### src/rtl/ma_lsu_rv32.sv
// Single-outstanding RV32 load/store unit: byte-lane steering, misalignment
// trap, sign/zero extension and a bounded wait for the memory acknowledge.
module ma_lsu_rv32 #(
  parameter int ADDR_W  = 32,
  parameter int TIMEOUT = 16
) (
  input  logic              iCLK,
  input  logic              iRST,
  input  logic              iValid,
  output logic              oReady,
  input  logic [4:0]        iDecodedOP,
  input  logic [ADDR_W-1:0] iAddr,
  input  logic [31:0]       iStoreData,
  input  logic [4:0]        iDregADDR,
  input  logic [31:0]       iDregDATA,
  output logic              oMemReq,
  output logic              oMemWE,
  output logic [3:0]        oMemBE,
  output logic [ADDR_W-1:0] oMemAddr,
  output logic [31:0]       oMemWData,
  input  logic              iMemAck,
  input  logic [31:0]       iMemRData,
  output logic              oValid,
  output logic [4:0]        oDregADDR,
  output logic [31:0]       oDregDATA,
  output logic              oMisalign,
  output logic              oBusErr
);

  // Memory opcodes as emitted by the decoder; every other code is an ALU op.
  localparam logic [4:0] OP_LB  = 5'h10;
  localparam logic [4:0] OP_LH  = 5'h11;
  localparam logic [4:0] OP_LW  = 5'h12;
  localparam logic [4:0] OP_LBU = 5'h13;
  localparam logic [4:0] OP_LHU = 5'h14;
  localparam logic [4:0] OP_SB  = 5'h18;
  localparam logic [4:0] OP_SH  = 5'h19;
  localparam logic [4:0] OP_SW  = 5'h1A;

  // Counter holds 0..TIMEOUT-1; the terminal value is detected, not stored.
  localparam int CNT_W = (TIMEOUT > 2) ? $clog2(TIMEOUT) : 1;

  typedef enum logic {S_IDLE, S_WAIT} state_t;
  typedef enum logic [1:0] {SZ_B, SZ_H, SZ_W} size_t;

  typedef struct packed {
    logic  mem;
    logic  store;
    logic  uns;
    size_t size;
  } dec_t;

  state_t             state_q, state_d;
  logic [CNT_W-1:0]   cnt_q, cnt_d;

  logic               valid_q, valid_d;
  logic               mis_q, mis_d;
  logic               berr_q, berr_d;
  logic [4:0]         wb_addr_q, wb_addr_d;
  logic [31:0]        wb_data_q, wb_data_d;

  logic               req_q, req_d;
  logic               we_q, we_d;
  logic [3:0]         be_q, be_d;
  logic [ADDR_W-1:0]  maddr_q, maddr_d;
  logic [31:0]        wdata_q, wdata_d;

  size_t              size_q, size_d;
  logic               uns_q, uns_d;
  logic               store_q, store_d;
  logic [1:0]         off_q, off_d;
  logic [4:0]         rd_q, rd_d;

  dec_t               dec;
  logic               accept;
  logic               misaligned;
  logic               timeout_hit;
  logic [3:0]         be_new;
  logic [31:0]        wdata_new;
  logic [7:0]         lane_b;
  logic [15:0]        lane_h;
  logic [31:0]        load_data;

  assign oReady = (state_q == S_IDLE);
  assign accept = iValid & oReady;

  always_comb begin
    dec = '{mem: 1'b1, store: 1'b0, uns: 1'b0, size: SZ_W};
    case (iDecodedOP)
      OP_LB:   dec.size = SZ_B;
      OP_LH:   dec.size = SZ_H;
      OP_LW:   dec.size = SZ_W;
      OP_LBU:  begin dec.size = SZ_B; dec.uns = 1'b1; end
      OP_LHU:  begin dec.size = SZ_H; dec.uns = 1'b1; end
      OP_SB:   begin dec.size = SZ_B; dec.store = 1'b1; end
      OP_SH:   begin dec.size = SZ_H; dec.store = 1'b1; end
      OP_SW:   begin dec.size = SZ_W; dec.store = 1'b1; end
      default: dec.mem = 1'b0;
    endcase
  end

  always_comb begin
    misaligned = 1'b0;
    be_new     = 4'b1111;
    wdata_new  = 32'h0;
    case (dec.size)
      SZ_B: begin
        be_new = 4'b0001 << iAddr[1:0];
        if (dec.store) wdata_new = {4{iStoreData[7:0]}};
      end
      SZ_H: begin
        misaligned = iAddr[0];
        be_new     = 4'b0011 << iAddr[1:0];
        if (dec.store) wdata_new = {2{iStoreData[15:0]}};
      end
      default: begin
        misaligned = (iAddr[1:0] != 2'b00);
        if (dec.store) wdata_new = iStoreData;
      end
    endcase
  end

  // Lane extraction uses the offset latched at accept, not the live address.
  assign lane_b = iMemRData[{off_q, 3'b000} +: 8];
  assign lane_h = iMemRData[{off_q[1], 4'b0000} +: 16];

  always_comb begin
    case (size_q)
      SZ_B:    load_data = uns_q ? {24'h0, lane_b} : {{24{lane_b[7]}}, lane_b};
      SZ_H:    load_data = uns_q ? {16'h0, lane_h} : {{16{lane_h[15]}}, lane_h};
      default: load_data = iMemRData;
    endcase
  end

  assign timeout_hit = (TIMEOUT != 0) && (cnt_q == CNT_W'(TIMEOUT - 1));

  // NOTE: every signal written here gets a default first, so no path through
  // the case statements can leave one unassigned and infer a latch.
  always_comb begin
    state_d   = state_q;
    cnt_d     = cnt_q;
    valid_d   = 1'b0;
    mis_d     = 1'b0;
    berr_d    = 1'b0;
    wb_addr_d = 5'd0;
    wb_data_d = 32'h0;
    req_d     = req_q;
    we_d      = we_q;
    be_d      = be_q;
    maddr_d   = maddr_q;
    wdata_d   = wdata_q;
    size_d    = size_q;
    uns_d     = uns_q;
    store_d   = store_q;
    off_d     = off_q;
    rd_d      = rd_q;

    case (state_q)
      S_IDLE: begin
        if (accept) begin
          if (!dec.mem) begin
            valid_d   = 1'b1;
            wb_addr_d = iDregADDR;
            wb_data_d = iDregDATA;
          end else if (misaligned) begin
            valid_d = 1'b1;
            mis_d   = 1'b1;
          end else begin
            state_d = S_WAIT;
            cnt_d   = '0;
            req_d   = 1'b1;
            we_d    = dec.store;
            be_d    = be_new;
            maddr_d = {iAddr[ADDR_W-1:2], 2'b00};
            wdata_d = wdata_new;
            size_d  = dec.size;
            uns_d   = dec.uns;
            store_d = dec.store;
            off_d   = iAddr[1:0];
            rd_d    = iDregADDR;
          end
        end
      end
      default: begin
        if (iMemAck || timeout_hit) begin
          state_d = S_IDLE;
          valid_d = 1'b1;
          req_d   = 1'b0;
          we_d    = 1'b0;
          be_d    = 4'b0000;
          maddr_d = '0;
          wdata_d = 32'h0;
          if (!iMemAck) begin
            berr_d = 1'b1;
          end else if (!store_q) begin
            wb_addr_d = rd_q;
            wb_data_d = load_data;
          end
        end else begin
          cnt_d = cnt_q + CNT_W'(1);
        end
      end
    endcase
  end

  // NOTE: state is updated with non-blocking assignments so every register
  // samples the values from before this edge, independent of statement order.
  always_ff @(posedge iCLK or posedge iRST) begin
    if (iRST) begin
      state_q   <= S_IDLE;
      cnt_q     <= '0;
      valid_q   <= 1'b0;
      mis_q     <= 1'b0;
      berr_q    <= 1'b0;
      wb_addr_q <= 5'd0;
      wb_data_q <= 32'h0;
      req_q     <= 1'b0;
      we_q      <= 1'b0;
      be_q      <= 4'b0000;
      maddr_q   <= '0;
      wdata_q   <= 32'h0;
      size_q    <= SZ_W;
      uns_q     <= 1'b0;
      store_q   <= 1'b0;
      off_q     <= 2'b00;
      rd_q      <= 5'd0;
    end else begin
      state_q   <= state_d;
      cnt_q     <= cnt_d;
      valid_q   <= valid_d;
      mis_q     <= mis_d;
      berr_q    <= berr_d;
      wb_addr_q <= wb_addr_d;
      wb_data_q <= wb_data_d;
      req_q     <= req_d;
      we_q      <= we_d;
      be_q      <= be_d;
      maddr_q   <= maddr_d;
      wdata_q   <= wdata_d;
      size_q    <= size_d;
      uns_q     <= uns_d;
      store_q   <= store_d;
      off_q     <= off_d;
      rd_q      <= rd_d;
    end
  end

  assign oValid    = valid_q;
  assign oMisalign = mis_q;
  assign oBusErr   = berr_q;
  assign oDregADDR = wb_addr_q;
  assign oDregDATA = wb_data_q;
  assign oMemReq   = req_q;
  assign oMemWE    = we_q;
  assign oMemBE    = be_q;
  assign oMemAddr  = maddr_q;
  assign oMemWData = wdata_q;

endmodule

### config.mk
export PLATFORM = sky130hd
export DESIGN_NAME = ma_lsu_rv32
export DESIGN_NICKNAME = d
export VERILOG_FILES = /design/src/rtl/ma_lsu_rv32.sv
export SDC_FILE = /design/constraint.sdc
export NUM_CORES = 1
export LEC_CHECK = 0
export ABC_CLOCK_PERIOD_IN_PS = 4700
export CORE_ASPECT_RATIO = 0.7
export CORE_MARGIN = 5
export CORE_UTILIZATION = 30
export DETAILED_ROUTE_END_ITERATION = 6
export GPL_TIMING_DRIVEN = 0
export PLACE_DENSITY = 0.56
export SLEW_MARGIN = 15
export SYNTH_ARGS = -nofsm -noshare
export SYNTH_HDL_FRONTEND = slang
export SYNTH_SLANG_ARGS = --single-unit
### constraint.sdc
create_clock -name iCLK -period 4.7 [get_ports iCLK]
set_clock_uncertainty 0.15 [all_clocks]
set_input_delay 0.94 -clock iCLK [delete_from_list [all_inputs] [get_ports iCLK]]
set_output_delay 0.94 -clock iCLK [all_outputs]
set_load 0.01 [all_outputs]
[After elaboration in Yosys (flattened, before gate mapping)]
Cells that the tools add are included.
Storage, ports and cells
  register bits: 126
  input bits: 142
  output and inout bits: 111
Cells by class
  add/subtract/negate cells: 1
  reductions and logical operators: 14
  mux-type cells: 69
  eq/ne operators: 14
  shifts and indexed selects: 4
  bitwise operators: 3
Operators by type and width (count)
  $mux W32: 20
  $pmux W32 S2: 2
  $eq A5 B5 Y1 const B: 8
  $mux W4: 10
  $shiftx A32 B6 Y16: 1
  $shiftx A32 B6 Y8: 1
  $mux W5: 6
  $mux W1: 28
  $reduce_and A4 Y1: 3
  $reduce_or A3 Y1: 3
  $pmux W4 S2: 1
  $reduce_or A8 Y1: 1
  $reduce_bool A2 Y1: 3
  $add A4 B1 Y4 const B: 1
  $eq A2 B1 Y1 const B: 2
  $eq A4 B4 Y1 const B: 1
  $logic_not A2 Y1: 2
  $ne A2 B2 Y1 const B: 2
  $pmux W2 S2: 1
  $shl A1 B2 Y4 const A: 1
  $shl A2 B2 Y4 const A: 1
  $ne A2 B1 Y1 const B: 1
  $not A1 Y1: 2
  $pmux W1 S2: 1
  3 further kinds: 3

[Logic depth before layout (Yosys ltp)]
Gate-level depths: netlist of the first run.
  depth after elaboration: 9
  depth in mapped cells: 9
  mapped depth without buffers: 5

[Least setup slack after synthesis of the first run]
OpenSTA, ideal clock, no wires.
  kind: input port to flip-flop
  start: in iDecodedOP[4]
  end: reg be_q[0] (netlist: oMemBE[0])
  arrival time: 2313 ps
  slack: 2119 ps
  cell stages on the path: 9
  path buffers: 4
  cell sequence: buf_2 > nand2b_1 > o32a_1 > o21bai_1 > buf_2 > and2_4 > buf_6 > buf_6 > a21o_1
Between the ends
  cells in the longest elaborated chain, start to end: 9
  elaborated cells between the ends (all ways): 24
  classes of those cells: eq/ne (10); mux (8); reduce/logical (6)
Ends and longest elaborated chain
  start, declared: line 11  | input logic [4:0] iDecodedOP,
  $eq A5 B5 Y1: line 89  | case (iDecodedOP)
  $reduce_or A3 Y1 (no source line)
  $pmux W2 S2: line 89
  $eq A2 B1 Y1 / $logic_not A2 Y1 (equally long branches): line 106  | case (dec.size)
  $pmux W4 S2: line 106
  $mux W4: line 165  | end else if (misaligned) begin
  $mux W4: line 161  | if (!dec.mem) begin
  $mux W4: line 160  | if (accept) begin
  $mux W4: line 158  | case (state_q)
  end signal, assigned: line 219  | be_q <= 4'b0000;
  end signal, assigned: line 237  | be_q <= be_d;
  end, declared: line 64  | logic [3:0] be_q, be_d;
Several ways; a longest one is shown, not always the timed one. The select of a mux whose other input is x is not followed.
A chain may end at the register's enable or synchronous reset.

[Worst setup path after layout of the first run]
  start: in iDecodedOP[3]
  end: reg wb_data_q[28] (netlist: oDregDATA[28])
Between the ends
  cells in the longest elaborated chain, start to end: 6
  elaborated cells between the ends (all ways): 13
  classes of those cells: eq/ne (8); mux (4); reduce/logical (1)
Ends and longest elaborated chain
  $eq A5 B5 Y1: line 89
  $reduce_or A8 Y1 (no source line) (*)
  $mux W1 (*): line 89
  $mux W32 (*): line 161
  $mux W32 (*): line 160
  $mux W32 (*): line 158
  via wb_data_d[28]: line 60  | logic [31:0] wb_data_q, wb_data_d;
  end signal, assigned: line 234  | wb_data_q <= wb_data_d;
  end, declared: line 60
Mark *: on every way through the listed nets, which the timed path passes. The rest lies on a longest branch.

==> tab_implementation.tex, run 1 <==
\begin{tabular}{lr}
\hline
Metric & Value \\
\hline
\multicolumn{2}{l}{\textbf{Worst setup path}} \\
CP Max Fanout & 10 \\
Type of the worst setup path & input port to register \\
Worst Path Arrival & $\sim$3.5 ns \\
Type of element launching the critical path & input port \\
Crit end category & register \\
CP cell instances & clkdlybuf4s50\_1, o21a\_1, o21ai\_0, a21oi\_1, clkbuf\_1, a22oi\_1, nand2\_1 \\
Critical path's largest stage delay & 0.82 ns \\
Data required time at the worst endpoint & approximately 4.9 ns \\
Number of cell instances on the worst register-to-register path & 5 \\
End of the worst register-to-register path & oDregDATA[28] \\
Max stage delay cell, worst path & sky130\_fd\_sc\_hd\_\_a21oi\_1 \\
Timing startpoint of the critical path & iDecodedOP[3] \\
Setup slack of the most critical reg-to-reg path & between 2 and 2.5 ns \\
Worst reg2reg startpoint & state\_q \\
\multicolumn{2}{l}{\textbf{GRT}} \\
Number of global-route vias before repair & roughly 5800 \\
Number of antenna violations at the first check in global routing & 0 \\
Total Routing Usage GR & 0.1943 \\
Wire length of the first global-routing pass & roughly 35 mm \\
Largest net degree at the start of global routing & between 70 and 80 \\
Residual overflow from global routing & 0 \\
\multicolumn{2}{l}{\textbf{Drt}} \\
Number of vias per cell & between 4 and 5 \\
Detailed-route DRC error count & 0 \\
Final routed wire length divided by cell count & around 19 microns \\
DR pass1 iterations & 5 \\
Total Routed Length & 22.53 mm \\
Via count & approximately 5800 \\
Post-DRT Antenna Nets & 0 \\
DRC violation total after the first TritonRoute iteration & 346 \\
\multicolumn{2}{l}{\textbf{Cells and area}} \\
Area of all placed cells without fillers & approximately 9500 sq um \\
Number of nets in the layout & a little over 1000 \\
Number of inserted filler cells in the final layout & 1947 \\
Antenna diode count & 0 \\
Area taken by multi-input logic gates & around 2600 sq um \\
Core utilization of the finished layout & 0.4781 \\
Relative area change from synthesis to final layout & 56.68\% \\
Share of layout cells above drive strength 1 & 0.08959 \\
Count of non-filler cells in the finished layout & between 1000 and 1500 \\
Seq. cell area & 3104 sq um \\
\multicolumn{2}{l}{\textbf{Floorplan}} \\
Core region area & 19800 sq um \\
Die height & about 130 microns \\
Number of ports placed on the die boundary & 253 \\
Overall die area & around 23000 sq um \\
Placement Rows & 43 \\
Initial Utilization & 0.3052 \\
Horizontal die dimension & between 150 and 200 microns \\
\multicolumn{2}{l}{\textbf{CTS}} \\
TritonCTS clock tree & built \\
Level count of the clock H-tree & 4 \\
Post-CTS setup buffer count & 0 \\
Clock transition at the register clock pins on the worst setup and hold paths after CTS & about 0.070 ns \\
Quantity of gates resized following cts & 0 \\
Clock Path Buffers & 2 \\
Number of buffers created by CTS & 17 \\
Number of clock sinks & about 120 \\
Cts-stage hold buffer count & 0 \\
Clock latency on the worst-skew pair & approximately 0.42 ns \\
Clock root cell & sky130\_fd\_sc\_hd\_\_clkbuf\_16 \\
\multicolumn{2}{l}{\textbf{Pwr}} \\
Highest ir drop seen on vdd & 0.1955 mV \\
Power density over the cells & 369.5 nW/um\^{}2 \\
Leak Pwr & 4.241 nW \\
Total power of the final layout & around 3.5 mW \\
\multicolumn{2}{l}{\textbf{STA}} \\
Hold violation total from the final report & 0 \\
Worst Max-Slew Pin Slew & approximately 1.0 ns \\
Hold slack & about 0.34 ns \\
Highest clock rate & 306.7 MHz \\
Max-slew violations & 0 \\
Final-report setup violation count & 0 \\
Setup slack of the critical path after layout & between 1 and 1.5 ns \\
Period utilization & 0.6937 \\
Worst relative slew slack & 0.3308 \\
Unrepaired setup endpoints after global routing & false \\
Shortest period the worst path allows & between 3 and 4 ns \\
Sum Neg Setup Slack & 0 ns \\
\multicolumn{2}{l}{\textbf{Logic synthesis}} \\
Synthesized netlist cell count & 611 \\
Main area contributors after synthesis & sky130\_fd\_sc\_hd\_\_dfrtp\_1, sky130\_fd\_sc\_hd\_\_nand3\_1, sky130\_fd\_sc\_hd\_\_o21ai\_0 \\
Primary flip-flop cell chosen by synthesis mapping & sky130\_fd\_sc\_hd\_\_dfrtp\_1 \\
Area share of the largest cell type after synthesis & 0.5094 \\
Number of enable-type register cells in the synthesized netlist & 0 \\
Avg Cell Area, Syn & between 9 and 10 sq um \\
Synthesized cell area & between 6000 and 7000 sq um \\
Post-synth ARST share & 1.000 \\
Distinct cells, synth & 50 \\
Post-synthesis register bit count & roughly 120 \\
Count of synthesis-stage warnings from yosys & 0 \\
Cell type with the largest total area after synthesis & sky130\_fd\_sc\_hd\_\_dfrtp\_1 \\
Fraction of the yosys area taken by sequential cells & 0.5138 \\
\multicolumn{2}{l}{\textbf{Hold path}} \\
Tightest Hold Check Type & register to register \\
Cell depth of the worst min-delay path & 2 \\
Hold-critical path endpoint & oMemReq \\
Beginning of the worst hold path & oMemReq \\
\multicolumn{2}{l}{\textbf{Placement}} \\
Total placed instance area & 8901 sq um \\
Post-Place Worst Slack & between 0.9 and 1 ns \\
Count of port buffers added during placement & 248 \\
RePlAce Congestion & between 0.8 and 0.9 \\
Post-detailed-placement half-perimeter wirelength & 17.09 mm \\
Cell count after placement & approximately 1100 \\
\multicolumn{2}{l}{\textbf{Flow run}} \\
Max Cap Viol & 0 \\
\multicolumn{2}{l}{\textbf{Status}} \\
Result of the run & finished, final reports clean \\
\hline
\end{tabular}
==> report_power, final <==
group / internal (mW) / switching (mW)
clock: 0.738 / 0.545
combinational: 0.494 / 0.424
sequential: 1.22 / 0.0776
==> layout make-up <==
type | instances | area share
flip-flops and latches | 124 | 0.3279
multi-input cells | 398 | 0.2698
clock buffers | 18 | 0.04533
well taps | 270 | 0.03569
plain buffers | 49 | 0.02472
repair buffers | 249 | 0.2651
inverters | 41 | 0.01705
clock inverters | 14 | 0.01441
==> registers in the layout (all words and copies together) (netlist names), 2 cells and up <==
signal     count
oMemAddr      30
cnt_q          4
size_q         2
oMemWData     32
off_q          2
oDregDATA     32
rd_q           5
oMemBE         4
oDregADDR      5
==> worst max-delay path by stage <==
stage,to,slack (ns),cells past startpoint
2_1_floorplan,cnt_q[0],0.31,1
3_3_place_gp,oMemWData[5],-1.93,2
3_5_place_dp,oDregDATA[28],0.99,7
4_1_cts,oDregDATA[28],1.44,7
5_1_grt,oDregDATA[28],1.32,7
6_report,oDregDATA[28],1.44,7
==> critical path, delay by kind of cell <==
kind                   cells  cell delay (ns)
AO/OA/AOI/OAI              4             1.30
buffers and inverters      2             1.09
AND/OR/NAND/NOR            1             0.12
==> synthesized netlist by cell type, drive strengths merged (3+ instances only) <==
master / instances
clkbuf: 25
o31ai: 13
nand2b: 9
nand3b: 6
nand2: 65
nor2: 19
dfrtp: 123
a21o: 12
o221ai: 4
mux2i: 17
nand3: 57
nor3b: 3
o2bb2ai: 9
a221oi: 8
a22o: 17
nor2b: 7
mux4: 8
o21ai: 59
a22oi: 25
o21a: 3
mux2: 8
inv: 41
a21oi: 26
buf: 24
==> cell usage in the layout (no fill, tap or decap), drive strengths merged, types with 25 or more instances in the layout <==
master / synthesis / final
dfrtp: 123 / 123
buf: 24 / 25
clkbuf: 25 / 43
a21oi: 26 / 26
nand3: 57 / 57
nand2: 65 / 65
a22oi: 25 / 25
clkdlybuf4s50: 0 / 248
inv: 41 / 46
o21ai: 59 / 59
==> cell families (layout without fill, tap and decap cells) <==
family / Yosys count / in the layout / synth area share
DFF: 124 / 124 / 0.5138
xor gates and xnor gates: 1 / 1 / 0.001450
buffers and inverters: 90 / 371 / 0.06420
muxes: 33 / 33 / 0.07289
and+or+nand+nor: 176 / 176 / 0.1385
other: 1 / 2 / 0.0006207
AOI/OAI and AO/OA: 185 / 185 / 0.2065
adders and majority gates: 1 / 1 / 0.002070
==> routing by layer <==
layer  share of wire  GRT usage  vias up
li1                -          -     2734
met3           0.069    0.06103       28
met1            0.51     0.2944     2779
met2            0.41     0.2677      216
met4           0.014    0.04792        0
met5               0          0        -
Power figures use the tool's default switching activity.
==> run 2: changes to the inputs <==
- ABC_CLOCK_PERIOD_IN_PS: 4700 -> 2800
- PLACE_DENSITY: 0.56 -> 0.58
- clock period: 4.7 -> 2.8 ns (I/O delays scaled with it)
==> run 2 against run 1 <==
Net effect: combinational power is 69% higher; sequential share of layout area is 0.34 points lower; design area is 1.0% higher; register-to-register slack worse by 1.9 ns; via count is 0.54% lower; core utilization is 0.50 points higher; non-clock buffer count is 3 higher; global-route usage is 0.15 points higher; cell count is 0.17% higher; sequential power is 68% higher; worst hold slack worse by 0.035 ns; power is 72% higher; critical path type unchanged.
==> tab_implementation.tex, run 2 (same netlist as run 1, synthesis figures left out) <==
\begin{tabular}{lr}
\hline
Metric & Value \\
\hline
\multicolumn{2}{l}{\textbf{CTS}} \\
Clock transition at the register clock pins on the worst setup and hold paths after CTS & 0.06 ns (about the same) \\
Clock root cell & sky130\_fd\_sc\_hd\_\_clkbuf\_16 \\
Number of buffers created by CTS & 17 (unchanged) \\
Clock latency on the worst-skew pair & 0.41 ns (about the same) \\
Level count of the clock H-tree & 4 (unchanged) \\
Clock Path Buffers & 2 (unchanged) \\
Number of clock sinks & 124 (unchanged) \\
TritonCTS clock tree & built \\
\multicolumn{2}{l}{\textbf{Placement}} \\
Count of port buffers added during placement & 248 (unchanged) \\
Post-detailed-placement half-perimeter wirelength & 17.56 mm (+2.7\%) \\
RePlAce Congestion & 0.8513 (-2.9\%) \\
Cell count after placement & 1134 (+0.27\%) \\
\multicolumn{2}{l}{\textbf{GRT}} \\
Largest net degree at the start of global routing & 35 (-51\%) \\
Number of global-route vias before repair & 5955 (+1.8\%) \\
Number of antenna violations at the first check in global routing & 0 (unchanged) \\
Residual overflow from global routing & 0 (unchanged) \\
Wire length of the first global-routing pass & 35.36 mm (+1.3\%) \\
Total Routing Usage GR & 0.1958 (+0.001520) \\
\multicolumn{2}{l}{\textbf{Floorplan}} \\
Horizontal die dimension & 179.6 microns (unchanged) \\
Number of ports placed on the die boundary & 253 (unchanged) \\
Die height & 128.7 microns (unchanged) \\
Initial Utilization & 0.3052 (unchanged) \\
Placement Rows & 43 (unchanged) \\
Overall die area & 23120 sq um (unchanged) \\
Core region area & 19800 sq um (unchanged) \\
\multicolumn{2}{l}{\textbf{Flow run}} \\
Max Cap Viol & 0 (unchanged) \\
\multicolumn{2}{l}{\textbf{Worst setup path}} \\
Crit end category & register \\
Worst Path Arrival & 2.86 ns (-0.60 ns) \\
Type of the worst setup path & input port to register \\
Type of element launching the critical path & input port \\
Worst reg2reg startpoint & cnt\_q[0] \\
Data required time at the worst endpoint & 3.00 ns (-1.90 ns) \\
CP Max Fanout & 10 (unchanged) \\
Timing startpoint of the critical path & iDecodedOP[3] \\
\multicolumn{2}{l}{\textbf{Pwr}} \\
Highest ir drop seen on vdd & 0.3825 mV (+96\%) \\
Power density over the cells & 630.4 nW/um\^{}2 (+71\%) \\
Total power of the final layout & 6.030 mW (+72\%) \\
Leak Pwr & 4.280 nW (+0.92\%) \\
\multicolumn{2}{l}{\textbf{Drt}} \\
DRC violation total after the first TritonRoute iteration & 368 (+6.4\%) \\
Total Routed Length & 22.62 mm (+0.43\%) \\
Number of vias per cell & 4.915 (-0.71\%) \\
DR pass1 iterations & 4 (-1) \\
Final routed wire length divided by cell count & 19.42 microns (+0.26\%) \\
Via count & 5726 (-0.54\%) \\
Detailed-route DRC error count & 0 (unchanged) \\
Post-DRT Antenna Nets & 0 (unchanged) \\
\multicolumn{2}{l}{\textbf{STA}} \\
Worst Max-Slew Pin Slew & 0.7420 ns (-0.2618 ns) \\
Worst relative slew slack & 0.5020 (+0.1712) \\
Shortest period the worst path allows & around 2.7 ns \\
Max-slew violations & 0 (unchanged) \\
Highest clock rate & 375.6 MHz \\
Period utilization & 0.9508 \\
Hold violation total from the final report & 0 (unchanged) \\
Unrepaired setup endpoints after global routing & false \\
Hold slack & 0.3025 ns (-0.03482 ns) \\
Final-report setup violation count & 0 (unchanged) \\
\multicolumn{2}{l}{\textbf{Hold path}} \\
Tightest Hold Check Type & input port to asynchronous set/reset pin \\
\multicolumn{2}{l}{\textbf{Cells and area}} \\
Antenna diode count & 0 (unchanged) \\
Leading cell type in the layout, fill and taps excluded & sky130\_fd\_sc\_hd\_\_clkdlybuf4s50\_1 \\
Relative area change from synthesis to final layout & 58.31\% \\
Count of non-filler cells in the finished layout & 1165 (+0.17\%) \\
Top library cells by usage in the layout, fill and taps aside & sky130\_fd\_sc\_hd\_\_clkdlybuf4s50\_1, sky130\_fd\_sc\_hd\_\_dfrtp\_1, sky130\_fd\_sc\_hd\_\_nand2\_1, sky130\_fd\_sc\_hd\_\_nand3\_1, sky130\_fd\_sc\_hd\_\_o21ai\_0 \\
Number of inserted filler cells in the final layout & 1937 (-0.51\%) \\
Share of layout cells above drive strength 1 & 0.09385 (+0.004269) \\
Seq. cell area & 3104 sq um (unchanged) \\
Number of nets in the layout & 1026 (+0.29\%) \\
Area taken by multi-input logic gates & 2557 sq um (+0.15\%) \\
\multicolumn{2}{l}{\textbf{Status}} \\
Result of the run & finished, final reports clean \\
\hline
\end{tabular}
[run 2: cell count changes in the layout (fill, tap and decap cells not counted)]
cell                         previous run  this run
sky130_fd_sc_hd__buf_2                 16        15
sky130_fd_sc_hd__buf_12                 0         4
sky130_fd_sc_hd__bufinv_16              1         3
sky130_fd_sc_hd__clkinv_2               2         0
sky130_fd_sc_hd__a21oi_1               24        23
sky130_fd_sc_hd__buf_16                 1         0
sky130_fd_sc_hd__clkinvlp_4             2         3
sky130_fd_sc_hd__inv_6                  4         6
sky130_fd_sc_hd__clkinv_4               4         3
sky130_fd_sc_hd__clkbuf_4               0         1
sky130_fd_sc_hd__a21oi_2                2         3
sky130_fd_sc_hd__clkbuf_1              26        25
sky130_fd_sc_hd__inv_8                  2         0
[run 2: repair_timing]
item | 4_1_cts | 5_1_grt
setup buffers | 0 | 0
endpoints found under the hold margin | 0 | 0
hold buffers | 0 | 0
gates cloned | 0 | 0
resized for setup | 1 | 1
setup endpoints to repair | 12 | 5
[run 2: area by class of cell]
class                           instances  share of cell area
Clock inverter                         14             0.01923
Multi-Input combinational cell        398              0.2674
Tap cell                              270             0.03532
Sequential cell                       124              0.3245
Timing Repair Buffer                  252              0.2679
Inverter                               41             0.01648
Buffer                                 49             0.02472
Clock buffer                           17             0.04447
[run 2: path summary, 6_finish.rpt]
check | to | slack [ns] | depth (start not counted)
max | oDregDATA[25] | 0.14 | 7
min | oDregDATA[16] | 0.30 | 2
max reg2reg | oMemBE[3] | 0.32 | 6
min reg2reg | oMemReq | 0.33 | 2
max in group asynchronous | oMemAddr[19] | 1.29 | 5
min in group iCLK | oMemReq | 0.33 | 2
[run 2: layer usage]
metal | part of all wire | global-route usage | up-vias | wire length [microns]
met5 | 0 | 0 | - | 0
met4 | 0.011 | 0.04254 | 0 | 252
met3 | 0.083 | 0.07516 | 17 | 1889
met2 | 0.42 | 0.2784 | 197 | 9501
met1 | 0.49 | 0.2837 | 2778 | 10980
li1 | - | - | 2734 | -
[run 2: worst max-delay path: stages]
cell and delay [ns]:
sky130_fd_sc_hd__clkdlybuf4s50_1 0.56, sky130_fd_sc_hd__o21a_1 0.18, sky130_fd_sc_hd__o21ai_0 0.12, sky130_fd_sc_hd__a21oi_2 0.53
sky130_fd_sc_hd__clkbuf_1 0.57, sky130_fd_sc_hd__a22oi_1 0.22, sky130_fd_sc_hd__nand2_1 0.10
[run 2: power breakdown]
part	internal (mW)	switching, mW
Clock	1.42	0.887
Sequential	2.05	0.131
Combinational	0.836	0.713
[run 2: through the flow]
step | TNS [ns] | util | setup slack (ns) | instance area [sq um]
after floorplan | 0 | - | 0.5655 | 6050
after global placement | -117.26 | 0.4480 | -0.7729 | 8870
after detailed placement | -28.72 | 0.4520 | -0.5742 | 8950
after CTS | 0 | 0.4830 | 0.1058 | 9563
after global routing | 0 | 0.4831 | 0.02287 | 9565
final | 0 | 0.4831 | 0.1377 | 9565
==> run 3: changes to the inputs <==
- ABC_CLOCK_PERIOD_IN_PS: 2800 -> 3000
- CORE_UTILIZATION: 30 -> 40
- PLACE_DENSITY: 0.58 -> 0.72
- clock period: 2.8 -> 3 ns (I/O delays scaled with it)
==> run 3 against run 2 <==
Net effect: routed wire length shrank 5.3%; combinational power shrank 6%; global-route usage grew 4.4 points; worst setup slack gained 0.14 ns; non-clock buffer count is the same; critical path depth grew 3; worst hold slack gained 0.029 ns; clock-buffer cell count is the same; first-iteration DRC count grew 24%; via count grew 4.8%; critical path type unchanged; critical endpoint is now oMemWData[28].
==> tab_implementation.tex, run 3 (same netlist as run 1, synthesis figures left out) <==
\begin{tabular}{lr}
\hline
Metric & Value \\
\hline
\multicolumn{2}{l}{\textbf{Status}} \\
Result of the run & finished, final reports clean \\
\multicolumn{2}{l}{\textbf{Placement}} \\
Count of port buffers added during placement & 248 (unchanged) \\
Post-detailed-placement half-perimeter wirelength & 16.65 mm (-5.2\%) \\
RePlAce Congestion & 0.8807 (+3.5\%) \\
Cell count after placement & 1059 (-6.6\%) \\
Post-Place Worst Slack & -0.2131 ns (+0.3611 ns) \\
\multicolumn{2}{l}{\textbf{Pwr}} \\
Relative contribution of combinational cells to total power & 0.265 (+0.008) \\
Leak Pwr & 4.273 nW (-0.17\%) \\
Power density over the cells & 583.8 nW/um\^{}2 (-7.4\%) \\
Clk network pwr share & 0.365 (-0.017) \\
Highest ir drop seen on vdd & 0.4666 mV (+22\%) \\
Switching share of power & 0.2999 (+0.01277) \\
Total power of the final layout & 5.518 mW (-8.5\%) \\
Internal power component & 3.863 mW (-10\%) \\
Net switching power of the design & 1.655 mW (-4.4\%) \\
Relative contribution of sequential cells to total power & 0.370 (+0.009) \\
\multicolumn{2}{l}{\textbf{Hold path}} \\
Tightest Hold Check Type & register to register \\
Cell depth of the worst min-delay path & 1 \\
Hold-critical path endpoint & oMemWE \\
Beginning of the worst hold path & oMemWE \\
\multicolumn{2}{l}{\textbf{Drt}} \\
Via count & 5999 (+4.8\%) \\
DR pass1 iterations & 5 (+1) \\
Final routed wire length divided by cell count & 19.64 microns (+1.1\%) \\
Post-DRT Antenna Nets & 0 (unchanged) \\
Detailed-route DRC error count & 0 (unchanged) \\
DRC violation total after the first TritonRoute iteration & 455 (+24\%) \\
Total Routed Length & 21.43 mm (-5.3\%) \\
Number of vias per cell & 5.499 (+12\%) \\
\multicolumn{2}{l}{\textbf{Worst setup path}} \\
Type of the worst setup path & input port to register \\
Crit end category & register \\
Worst Path Arrival & 2.88 ns (+0.02 ns) \\
Number of cell instances on the worst register-to-register path & 6 (unchanged) \\
Data required time at the worst endpoint & 3.16 ns (+0.16 ns) \\
CP Max Fanout & 10 (unchanged) \\
Setup slack of the most critical reg-to-reg path & 0.54 ns (+0.22 ns) \\
End of the worst register-to-register path & oMemWData[8] \\
Type of element launching the critical path & input port \\
Worst reg2reg startpoint & cnt\_q[0] \\
\multicolumn{2}{l}{\textbf{STA}} \\
Max-slew violations & 0 (unchanged) \\
Unrepaired setup endpoints after global routing & false \\
Hold violation total from the final report & 0 (unchanged) \\
Shortest period the worst path allows & 2.720 ns \\
Setup slack of the critical path after layout & 0.2799 ns (+0.1421 ns) \\
Highest clock rate & $\sim$370 MHz \\
Worst Max-Slew Pin Slew & 0.6925 ns (-0.04950 ns) \\
Period utilization & 0.9067 \\
Final-report setup violation count & 0 (unchanged) \\
Worst relative slew slack & 0.5352 (+0.03322) \\
\multicolumn{2}{l}{\textbf{Floorplan}} \\
Overall die area & 17700 sq um (-23\%) \\
Horizontal die dimension & 156.9 microns (-13\%) \\
Initial Utilization & 0.4091 (+0.1040) \\
Core region area & 14770 sq um (-25\%) \\
Die height & 112.8 microns (-12\%) \\
Number of ports placed on the die boundary & 253 (unchanged) \\
Placement Rows & 37 (-14\%) \\
\multicolumn{2}{l}{\textbf{CTS}} \\
Number of buffers created by CTS & 17 (unchanged) \\
Cts-stage hold buffer count & 0 (unchanged) \\
Clock root cell & sky130\_fd\_sc\_hd\_\_clkbuf\_16 \\
Clock latency on the worst-skew pair & 0.41 ns (about the same) \\
Level count of the clock H-tree & 4 (unchanged) \\
Clock transition at the register clock pins on the worst setup and hold paths after CTS & 0.06 ns (about the same) \\
Clock Path Buffers & 2 (unchanged) \\
Number of clock sinks & 124 (unchanged) \\
TritonCTS clock tree & built \\
\multicolumn{2}{l}{\textbf{Cells and area}} \\
Number of inserted filler cells in the final layout & 1201 (-38\%) \\
Count of non-filler cells in the finished layout & 1091 (-6.4\%) \\
Top library cells by usage in the layout, fill and taps aside & sky130\_fd\_sc\_hd\_\_clkdlybuf4s50\_1, sky130\_fd\_sc\_hd\_\_dfrtp\_1, sky130\_fd\_sc\_hd\_\_nand2\_1, sky130\_fd\_sc\_hd\_\_nand3\_1, sky130\_fd\_sc\_hd\_\_o21ai\_0 \\
Leading cell type in the layout, fill and taps excluded & sky130\_fd\_sc\_hd\_\_clkdlybuf4s50\_1 \\
Number of nets in the layout & 1026 (unchanged) \\
Relative area change from synthesis to final layout & 56.43\% \\
Antenna diode count & 0 (unchanged) \\
Core utilization of the finished layout & 0.6400 (+0.1569) \\
Share of layout cells above drive strength 1 & 0.09487 (+0.001011) \\
\multicolumn{2}{l}{\textbf{GRT}} \\
Residual overflow from global routing & 0 (unchanged) \\
Number of antenna violations at the first check in global routing & 0 (unchanged) \\
Number of global-route vias before repair & 6100 (+2.4\%) \\
Wire length of the first global-routing pass & 33.32 mm (-5.8\%) \\
Largest net degree at the start of global routing & 29 (-17\%) \\
Total Routing Usage GR & 0.2395 (+0.04374) \\
\multicolumn{2}{l}{\textbf{Flow run}} \\
Max Cap Viol & 0 (unchanged) \\
\hline
\end{tabular}
==> run 3: cell types whose count changed in the layout (fill, tap and decap cells not counted) <==
| cell | delta |
|---|---|
| sky130_fd_sc_hd__inv_6 | +1 |
| sky130_fd_sc_hd__clkinv_2 | +1 |
| sky130_fd_sc_hd__buf_12 | -2 |
| sky130_fd_sc_hd__inv_8 | +2 |
| sky130_fd_sc_hd__bufinv_16 | -2 |
| sky130_fd_sc_hd__clkinv_4 | -1 |
| sky130_fd_sc_hd__buf_16 | +2 |
| sky130_fd_sc_hd__clkbuf_4 | -1 |
| sky130_fd_sc_hd__buf_2 | +1 |
==> run 3: worst max-delay path by stage <==
stage                         end          start  cells after the start  slack, ns
global route        oMemWData[11]  iDecodedOP[2]                     10       0.03
finish              oMemWData[28]  iDecodedOP[2]                     10       0.28
global placement     oMemAddr[10]           iRST                      2      -0.39
detailed placement  oDregDATA[30]  iDecodedOP[0]                      7      -0.21
CTS                 oDregDATA[29]  iDecodedOP[0]                      7       0.22
floorplan                cnt_q[0]           iRST                      1       0.73
==> run 3: cell type report <==
class	instances	area (sq um)	share of cell area
flip-flops and latches	124	3104	0.3284
repair buffers	252	2577	0.2727
multi-input cells	398	2557	0.2706
clock buffers	17	425.4	0.04501
well taps	195	244.0	0.02581
plain buffers	49	234.0	0.02476
inverters	41	157.7	0.01668
clock inverters	15	151.4	0.01602
==> run 3: per-stage QoR <==
step,setup TNS (ns),instance area (sq um),hold WS (ns)
after detailed placement,-9.025,8871,0.3213
final,0,9452,0.3315
after CTS,0,9448,0.3309
after global placement,-49.43,8776,0.3102
after floorplan,0,6050,0.3113
after global routing,0,9452,0.3653
==> run 3: power groups by stage <==
stage | Combinational (mW) | Clock, mW | Sequential, mW
after floorplan | 0.570 | 0 | 2.14
after global placement | 1.41 | 0 | 2.05
after detailed placement | 1.46 | 0 | 2.07
after CTS | 1.46 | 2.06 | 2.04
after global routing | 1.58 | 2.13 | 2.07
final | 1.46 | 2.02 | 2.04
==> run 3: critical path, stage by stage <==
cell and delay [ns]:
sky130_fd_sc_hd__clkdlybuf4s50_1 0.57, sky130_fd_sc_hd__buf_2 0.24, sky130_fd_sc_hd__nor2_1 0.11, sky130_fd_sc_hd__o2bb2ai_1 0.15, sky130_fd_sc_hd__o21bai_1 0.15, sky130_fd_sc_hd__buf_2 0.25, sky130_fd_sc_hd__buf_2 0.30, sky130_fd_sc_hd__buf_2 0.29
sky130_fd_sc_hd__nand3_1 0.12, sky130_fd_sc_hd__o31ai_1 0.10
==> run 3: timing repair <==
action,CTS,global route
endpoints found under the setup margin,0,13
endpoints found under the hold margin,0,0
buffers inserted,0,0
gates resized for setup,0,1
==> run 3: per-layer routing <==
layer  vias up  share of wire  routed length, microns  GRT usage
met5         -              0                       0          0
met4         0          0.022                     472    0.08035
met1      2966           0.45                    9608     0.3368
met2       261           0.45                    9589     0.3623
li1       2735              -                       -          -
met3        37          0.082                    1760    0.06154
==> edit 1 (config.mk and constraints of run 1) <==
The parameter `TIMEOUT` goes from 16 to 32.
--- a/src/rtl/ma_lsu_rv32.sv
+++ b/src/rtl/ma_lsu_rv32.sv
@@ -2,7 +2,7 @@
 // trap, sign/zero extension and a bounded wait for the memory acknowledge.
 module ma_lsu_rv32 #(
   parameter int ADDR_W  = 32,
-  parameter int TIMEOUT = 16
+  parameter int TIMEOUT = 32
 ) (
   input  logic              iCLK,
   input  logic              iRST,
Function: no difference found for any inputs over 4 cycles, from zero or initial values and one cycle with iRST high; that may be too few to reach the edited logic, so the function may still have changed.
==> edit 1 against run 1 <==
  * Cell area rose by 2.9%
  * Area after synthesis up 4.2%
  * Fmax up 2.7%
  * Critical path depth is the same
  * Die area grew 3.9%
  * Combinational power up 7.8%
  * Register-to-register slack got worse by 0.53 ns
  * Wire length is 4.2% higher
  * Power is 2.6% higher
  * Count of clock-buffer cells in the layout unchanged
  * Sequential cell count grew 1
  * Setup slack better by 0.087 ns
==> edit 1: results (changes against run 1) <==
Reg-to-Reg Start=cnt_q[0]; Worst R2R Path Depth=8 (+3); Logic inverters=16 (-61%); Seq/Total Area, Yosys=49.69% (-1.7 points); final non-filler cell total=1,158 (-0.43%); Final HPWL DP=17,680 µm (+3.4%); P_sw=1.080 mW (+3.2%); initial antenna violation count=0 (unchanged); IO buf count=249 (+0.40%); R2R Path End=oMemWData[2]; Placed Cells=1,126 (-0.44%); Gate Count Post-Synth=599 (-2.0%); Seq area share=32.14% (-0.65 points); Hold WC Path Type=flip-flop to flip-flop; Synth area leaders=dfrtp_1 (49%), nand2_1 (6.4%), mux2i_1 (6.0%); Area Overhead vs Synth=54.62%; Worst slew margin=36.83% (+3.7 points); crit path max-delay cell type=clkdlybuf4s50_1; met1 Track Usage GR=27.57% (-1.9 points); pre-CTS setup slack=1.115 ns (+0.1198 ns); share of cells above drive strength 1=10.32% (+1.4 points); status=finished, final reports clean; post-cts resize count=0 (unchanged); final hold slack=0.3357 ns (-0.001670 ns); clock network area share=5.783% (-0.19 points); most frequent cells after synthesis=dfrtp_1 (124), nand2_1 (108), o21ai_0 (41); met1 wire length=11,090 µm (-3.7%); part of the power in combinational logic=27.6% (+1.4 points); Final Util=47.04% (-0.78 points); Total Wirelength=23,480 µm (+4.2%); vias in the first global route=5,960 (+1.9%); Detail Route met2 WL=10,310 µm (+13%); DRT iter0 DRCs=343 (-0.87%); M3 GR Usage=6.105% (about the same); Non-clock buffers=303 (+1.7%); postcts setup bufs=0 (unchanged); GPL Wtd Cong=0.8097 (-7.7%); met3 wire len=1859 µm (+20%); non-clock buffer area fraction after layout=28.57% (-0.42 points); crit-path leading delay family=buffers and inverters; Leakage=4.118 nW (-2.9%); total power=3.589 mW (+2.6%); slowest cell delay on critical path=0.55 ns (-0.27 ns); final-layout fill cell count=2,011 (+3.3%); GRT Total Usage=19.22% (-0.21 points); vias=5,767 (+0.17%); R2R Setup Slk=1.67 ns (-0.53 ns); post-synth cell types=58 (+16%); largest net degree at the start of global routing=103 (+43%); VDD IR max=0.2537 mV (+30%); Multi-Input Combinational=406 (+2.0%); Multi-input gate area=0.002850 mm² (+12%); Worst Hold Depth=1 (-1); first-pass GRT wire length=36,050 µm (+3.2%); highest metal used=met4; met2 Use GR=28.38% (+1.6 points); Yosys reg bits=125 (+0.81%); Nets=1,013 (-0.98%); area of placed instances=0.009174 mm² (+3.1%); FF/Latch Area=0.003129 mm² (+0.81%)
==> edit 1: how the worst max path moves through the flow <==
| stage | start | endpoint | slack (ns) | depth (start not counted) |
|---|---|---|---|---|
| final | iDecodedOP[4] | rd_q[0] | 1.53 | 7 |
| after floorplan | iRST | cnt_q[0] | 0.28 | 1 |
| after CTS | iDecodedOP[4] | rd_q[0] | 1.53 | 7 |
| after global routing | cnt_q[0] | oMemWData[2] | 1.42 | 8 |
| after detailed placement | iDecodedOP[4] | rd_q[1] | 1.11 | 7 |
| after global placement | iRST | oMemWData[30] | -1.91 | 2 |
==> edit 1: kinds of logic after synthesis <==
kind of cell | after synthesis | synth area share [%]
buffers and inverters | 69 | 5.106
AOI/OAI and AO/OA | 179 | 21.30
xor gates and xnor gates | 1 | 0.1391
other | 1 | 0.05955
adders and majority gates | 2 | 0.3973
muxes | 62 | 11.76
DFF | 125 | 49.69
and+or+nand+nor | 160 | 11.54
==> edit 2 (config.mk and constraints of run 1) <==
Without the edit above. Reset style: synchronous (`iRST`), changed in one clocked block.
--- a/src/rtl/ma_lsu_rv32.sv
+++ b/src/rtl/ma_lsu_rv32.sv
@@ -205,7 +205,7 @@
 
   // NOTE: state is updated with non-blocking assignments so every register
   // samples the values from before this edge, independent of statement order.
-  always_ff @(posedge iCLK or posedge iRST) begin
+  always_ff @(posedge iCLK) begin
     if (iRST) begin
       state_q   <= S_IDLE;
       cnt_q     <= '0;
Function: changed (a bounded check fails within 4 cycles, from zero or initial values and one cycle with iRST high; the reset may be asserted at any time).
==> edit 2 against run 1 <==
  * Area after synthesis decreased by 9.4%
  * Sequential cell count is the same
  * Setup slack gained 0.17 ns
  * Wire length down 9.3%
  * Cell area is 6.2% lower
  * Non-clock buffer count shrank 4
  * Largest cell class is now non-clock buffers
Power is not compared: it rests on default switching activity, and its combinational part moved more than twofold at a synthesized area within 25%.
==> edit 2: results (changes against run 1) <==
area of placed instances=0.008238 mm² (-7.5%); most frequent cells after synthesis=dfxtp_1 (124), nand2_1 (60), a21oi_1 (56); Worst Hold Depth=1 (-1); vias in the first global route=5,549 (-5.1%); Placed Cells=1,069 (-5.5%); Gate Count Post-Synth=586 (-4.1%); multiplexer share of the synthesized area=6.420% (-0.87 points); share of cells above drive strength 1=9.133% (+0.17 points); Clock Buffer Count=19 (+1); asr flop ratio synth=0% (-100 points); Hold WC Path Type=flip-flop to flip-flop; pre-CTS setup slack=1.184 ns (+0.1891 ns); Total Wirelength=20,420 µm (-9.3%); drt via density=5.085 (+2.7%); CP arrival=3.25 ns (-0.21 ns); Worst slew margin=26.51% (-6.6 points); final-layout fill cell count=1,702 (-13%); Synth Area in XOR/XNOR=0.1599% (+0.015 points); GPL Wtd Cong=0.8567 (-2.3%); first-pass GRT wire length=30,860 µm (-12%); fraction of the mapped netlist area in adder cells=0.2285% (+0.021 points); slowest cell delay on critical path=0.58 ns (-0.24 ns); GRT Total Usage=18.82% (-0.61 points); Non-clock buffers=294 (-1.3%); VDD IR max=~0.21 mV; Worst R2R Path Depth=6 (+1); clock network area share=7.215% (+1.2 points); complex-gate fraction of the synthesized area=29.68% (+9.0 points); Multi-Input Combinational=394 (-1.0%); non-clock buffer area fraction after layout=30.88% (+1.9 points); status=finished, final reports clean; crit path max-delay cell type=buf_1; DRT iter0 DRCs=363 (+4.9%); Final HPWL DP=16,090 µm (-5.9%); crit-path leading delay family=buffers and inverters; FF/Latch Area=0.002482 mm² (-20%); cell area after synthesis=0.005477 mm² (-9.4%); Seq/Total Area, Yosys=45.33% (-6.0 points); IO buf count=246 (-0.81%); Logic inverters=21 (-49%)
## edit 2: cell count changes after synthesis, moves of 16 or more
cell             run 1  this run
inv_1               41        19
o211ai_1             0        16
nand3_1             57         8
o21ai_0             57        32
dfrtp_1            123         0
dfxtp_1              0       124
a22oi_1             25         6
a21oi_1             24        56
a22o_1              17        50
## edit 2: per-layer routing
| metal | vias to the layer above | part of all wire (%) | global-route usage, % |
|---|---|---|---|
| li1 | 2683 | - | - |
| met1 | 2666 | 47 | 26.59 |
| met2 | 233 | 43 | 27.94 |
| met3 | 17 | 8.3 | 5.721 |
| met4 | 0 | 1.2 | 5.047 |
| met5 | - | 0 | 0 |
## edit 2: final timing paths
kind	startpoint	endpoint	slack (ns)
worst min register to register	oMemReq	oMemReq	0.31
worst min-delay path	oMemReq	oMemReq	0.31
worst max-delay path	iDecodedOP[2]	oMemBE[1]	1.60
worst max register to register	cnt_q[0]	oMemWData[23]	2.19
